**config.mk**
```make
export PLATFORM = sky130hd
export DESIGN_NAME = accum_ctrl
export DESIGN_NICKNAME = d
export VERILOG_FILES = /design/src/rtl/accum_ctrl.sv
export SDC_FILE = /design/constraint.sdc
export NUM_CORES = 1
export LEC_CHECK = 0
export ABC_AREA = 0
export CORE_MARGIN = 4
export CORE_UTILIZATION = 36
export DETAILED_ROUTE_END_ITERATION = 12
export PLACE_DENSITY = 0.83
export RECOVER_POWER = 100
export SLEW_MARGIN = 10
export SYNTH_ARGS = -nofsm -noshare
export SYNTH_HDL_FRONTEND = slang
export SYNTH_SLANG_ARGS = --single-unit
```
**constraint.sdc**
```tcl
create_clock -name clk -period 1.5 [get_ports clk]
set_input_delay 0.45 -clock clk [delete_from_list [all_inputs] [get_ports clk]]
set_output_delay 0.45 -clock clk [all_outputs]
set_load 0.1 [all_outputs]
```
**src/rtl/accum_ctrl.sv**
```systemverilog
// accum_ctrl: sequential accumulate controller wrapped around an external
// K-bit adder. It accepts unsigned operand beats over a valid/ready handshake,
// feeds the adder from the running accumulator and the incoming operand, and
// registers sum/carry back. When a burst closes, it presents the burst total
// on a valid/ready result port.
//
// Ports:
//   clk, rst            clock, synchronous active-high reset
//   in_valid/in_ready   operand handshake; in_data operand, in_last closes burst
//   add_a/add_b         to adder inputs
//   add_sum/add_cout    from adder outputs
//   out_valid/out_ready result handshake
//   out_sum             burst total modulo 2^K
//   out_ovf             sticky carry-out within the burst
//   out_count           beats accepted in the burst
//   out_trunc           burst closed by MAX_CNT rather than in_last
module accum_ctrl #(
  parameter int K       = 8,
  parameter int MAX_CNT = 16,
  parameter int CNT_W   = $clog2(MAX_CNT + 1)
) (
  input  logic             clk,
  input  logic             rst,
  input  logic             in_valid,
  output logic             in_ready,
  input  logic [K-1:0]     in_data,
  input  logic             in_last,
  output logic [K-1:0]     add_a,
  output logic [K-1:0]     add_b,
  input  logic [K-1:0]     add_sum,
  input  logic             add_cout,
  output logic             out_valid,
  input  logic             out_ready,
  output logic [K-1:0]     out_sum,
  output logic             out_ovf,
  output logic [CNT_W-1:0] out_count,
  output logic             out_trunc
);

  typedef enum logic [1:0] {IDLE, ACC, DONE} state_t;

  state_t           state_q, state_d;
  logic [K-1:0]     acc_q, acc_d;
  logic             ovf_q, ovf_d;
  logic [CNT_W-1:0] count_q, count_d;
  logic             trunc_q, trunc_d;

  logic             fire;
  logic [CNT_W-1:0] new_cnt;
  logic             at_max;

  assign fire    = in_valid && in_ready;
  // Count restarts at 1 on the first beat; in ACC count_q < MAX_CNT so +1 fits.
  assign new_cnt = (state_q == IDLE) ? CNT_W'(1) : count_q + CNT_W'(1);
  assign at_max  = (new_cnt == CNT_W'(MAX_CNT));

  // State register plus datapath registers
  always_ff @(posedge clk) begin
    if (rst) begin
      state_q <= IDLE;
      acc_q   <= '0;
      ovf_q   <= 1'b0;
      count_q <= '0;
      trunc_q <= 1'b0;
    end else begin
      state_q <= state_d;
      acc_q   <= acc_d;
      ovf_q   <= ovf_d;
      count_q <= count_d;
      trunc_q <= trunc_d;
    end
  end

  // Next-state and datapath next values
  always_comb begin
    state_d = state_q;
    acc_d   = acc_q;
    ovf_d   = ovf_q;
    count_d = count_q;
    trunc_d = trunc_q;
    case (state_q)
      IDLE, ACC: begin
        if (fire) begin
          acc_d   = add_sum;
          // First beat starts a fresh sticky flag; IDLE regs are already zero,
          // but this keeps the intent explicit.
          ovf_d   = (state_q == IDLE) ? add_cout : (ovf_q | add_cout);
          count_d = new_cnt;
          trunc_d = at_max && !in_last;
          state_d = (in_last || at_max) ? DONE : ACC;
        end
      end
      DONE: begin
        if (out_ready) begin
          state_d = IDLE;
          acc_d   = '0;
          ovf_d   = 1'b0;
          count_d = '0;
          trunc_d = 1'b0;
        end
      end
      default: state_d = IDLE;
    endcase
  end

  // Outputs
  always_comb begin
    in_ready  = !rst && (state_q != DONE);
    add_a     = (state_q == IDLE) ? '0 : acc_q;
    add_b     = in_data;
    out_valid = (state_q == DONE);
    out_sum   = acc_q;
    out_ovf   = ovf_q;
    out_count = count_q;
    out_trunc = trunc_q;
  end

endmodule
```
==> results <==
[logic make-up (layout without fill, tap and decap cells)]
family | Yosys count | in the layout
AO/OA/AOI/OAI | 27 | 27
XOR/XNOR | 2 | 2
adder cells (fa/ha/maj) | 1 | 1
buffers and inverters | 15 | 62
flip-flops | 17 | 17
multiplexers | 1 | 1
AND/OR/NAND/NOR | 29 | 29
[where the power goes]
| group | switching, W | internal, W |
|---|---|---|
| Combinational | 0.000334 | 0.000220 |
| Sequential | 0.0000266 | 0.000470 |
| Clock | 0.000145 | 0.0000989 |
| Total | 0.000506 | 0.000789 |
[synth_stat cells]
cell type,count,area [um2]
nor2b_4,1,13.8
buf_2,1,5.00
nor2_2,2,12.5
nor2b_1,8,50.1
inv_1,2,7.51
nand2b_1,1,6.26
a31oi_1,1,6.26
a32o_1,1,10.0
o21a_1,1,7.51
mux2i_1,1,10.0
nor3_1,1,5.00
a21oi_1,4,20.0
nor4b_2,1,15.0
nand3_1,3,15.0
nand2_1,5,18.8
nor3b_1,1,7.51
xor2_1,2,17.5
o31ai_1,2,15.0
a22o_1,9,78.8
o21bai_1,1,7.51
a211oi_4,1,20.0
a311o_1,1,10.0
and2b_1,1,7.51
dfxtp_1,17,340
nor2_1,4,15.0
a21o_1,1,7.51
a21oi_2,1,8.76
nor2b_2,1,8.76
buf_4,9,67.6
o21ai_0,4,20.0
buf_6,3,33.8
ha_1,1,12.5
[critical path: cells and delay by family (launching register included)]
kind / cells / cell delay (ns)
AND/OR/NAND/NOR: 2 / 0.40
flip-flops: 1 / 0.35
buffers and inverters: 1 / 0.16
[per-layer routing]
| metal | vias up | wire, um |
|---|---|---|
| met5 | - | 0 |
| met1 | 429 | 1140 |
| met2 | 42 | 1460 |
| met4 | 0 | 19 |
| met3 | 2 | 246 |
| li1 | 418 | - |
[area by class of cell]
| cell class | instances | area [um2] |
|---|---|---|
| tap | 28 | 35.0 |
| timing repair buffer | 56 | 678 |
| clock buffer | 3 | 22.5 |
| clock inverter | 1 | 5.00 |
| multi-input combinational | 60 | 543 |
| sequential | 17 | 372 |
| fill | 146 | 613 |
| inverter | 2 | 7.51 |
[worst max path at each step]
stage               cells after the start  slack, ns  startpoint   endpoint
floorplan                               3      -0.28  state_q[1]   in_ready
global placement                        3      -0.21         rst   in_ready
detailed placement                      5      -0.29    in_valid  out_trunc
CTS                                     4      -0.16  state_q[1]   in_ready
global route                            4      -0.20  state_q[0]   add_a[1]
finish                                  3      -0.15  state_q[0]   add_a[7]
[flip-flops by register name, indices dropped and copies added (netlist names)]
| signal | cells |
|---|---|
| out_sum | 8 |
| out_trunc | 1 |
| out_count | 5 |
| state_q | 2 |
| out_ovf | 1 |
[cells in the final DEF (no fill, tap or decap), types with 3 or more instances in the layout]
cell,netlist,layout
nor2_1,4,3
dfxtp_2,0,4
nand2_1,5,4
nand3_1,3,3
clkdlybuf4s50_1,0,12
dfxtp_4,0,7
a21oi_1,4,4
buf_12,0,18
dfxtp_1,17,6
a22o_1,9,9
nor2b_4,1,9
buf_4,9,20
clkbuf_4,0,4
[stage by stage]
stage               cells  cell area [um2]  hold slack, ns  setup slack [ns]  total power (W)
detailed placement    155             1650           0.496            -0.294          0.00105
floorplan              92              998           0.515            -0.277         0.000938
finish                167             1660           0.495            -0.152          0.00129
global route          167             1660           0.508            -0.201          0.00134
global placement      155             1650           0.489            -0.210          0.00104
CTS                   167             1760           0.513            -0.158          0.00133
[timing repair]
action / 4_1_cts / 5_1_grt
setup endpoints to repair: 11 / 23
setup buffers: 8 / 0
resized for setup: 6 / 7
pin swaps: 1 / 0
hold buffers: 0 / 0
==> flow_summary.yaml <==
yosys:
  synth_xor_area_share_pct: 1.99
  syn_nets: 115
  netlist_area_um2: 881
  synth_compound_area_share_pct: 24.0
  syn_area_per_cell_um2: 9.57
  synthAdderAreaFrac_pct: 1.42
  synth_warnings: 0
  synth_seq_cells: 17
  synth-simple-area-share_pct: 19.9
  ys_seq_area_share_pct: 38.6
  synthCells: 92
  synth_mux_area_share_pct: 1.14
  yosys.cell_types.count: 32
  synth_top_family_by_area: "compound AO/OA/AOI/OAI gates"
clock_tree:
  cts_buffer_depth: 2
  htree_levels: 1
  clk_latency_ns: 0.29
  numCtsBuffers: 3
  tritoncts: "done"
  cts.clk_slew.worst_paths_ns: 0.10
  cts_sinks: 17
  root_buffer: "clkbuf_4"
timing:
  setup_viol: 13
  fin_tns_setup_ns: -1.51
  max_freq_mhz: 605
  skew_ns: 0.00628
  period_share_pct: 110
  worst_slew_pin_slew_ns: 0.352
  layout_setup_ws_ns: -0.152
  fin_crit_ns: 1.65
  hold_viol: 0
  rsz0062_at_grt: "true"
  drv_slew: 0
  slew_headroom_pct: 76.4
routing:
  drtIter0Drc: 18
  viasPerCell: 5.34
  post-route-drc-count: 0
  wl_um: 2870
  drt-wirelength-per-cell_um: 17.2
  ant_nets: 0
  drtPass1Iterations: 4
  vias: 891
place:
  portBuffers: 38
  dp_hpwl_um: 1990
  place_congestion: 0.853
layout:
  layout-drive-gt1-share_pct: 56.8
  layout-area-overhead-vs-synth_pct: 88.8
  fin_util_pct: 73.1
  antenna_cells: 0
  fin_nets: 163
outcome:
  violations: "setup timing"
  status: "finished with violations"
hold_path:
  hold_class: "flip-flop to flip-flop"
  hold_depth: 1
  hold_path_startpoint: "out_sum[2]"
  holdPathEnd: "out_sum[2]"
pwr:
  power.density_nw_per_um2: 779
  power_leakage_nw: 0.667
  ir_drop_v: 0.000445
grt:
  grt_antenna_before_repair: 0
  track_usage_pct: 16.7
  gr-total-overflow: 0
  gr-usage-met1_pct: 18.4
  grt_util_met2_pct: 30.8
  grtUsageMet3_pct: 4.52
  busiest_layer: "met2"
  grt_pass1_vias: 924
  grt_max_degree: 14
  grt_pass1_wl_um: 4360
critical_path:
  reg2regPathDepth: 5
  arrival_ns: 1.20
  reg2reg_slack_ns: -0.09
  reg2reg_to: "out_trunc"
  cpPeakStageDelay_ns: 0.35
  crit_path_cell_trace: "nor2_4 -> and2b_4 -> buf_12"
  r2r_start: "out_count[0]"
  worstPathMaxFanout: 4
  critical_path_class: "flip-flop to output port"
  critPathRequiredTime_ns: 1.05
  cpMaxStageDelayCell: "dfxtp_2"
  endpoint_kind: "output port"
  cp-start-kind: "flip-flop"
die:
  coreArea_um2: 2280
  core.rowCount: 17
  start_util_pct: 38.7
  io_pins: 55
  dieWidth_um: 57.5
  die_area_um2: 3300
  die-height_um: 57.5
run:
  max_cap_viol_count: 0
No activity file was read; power rests on OpenSTA's default activity.
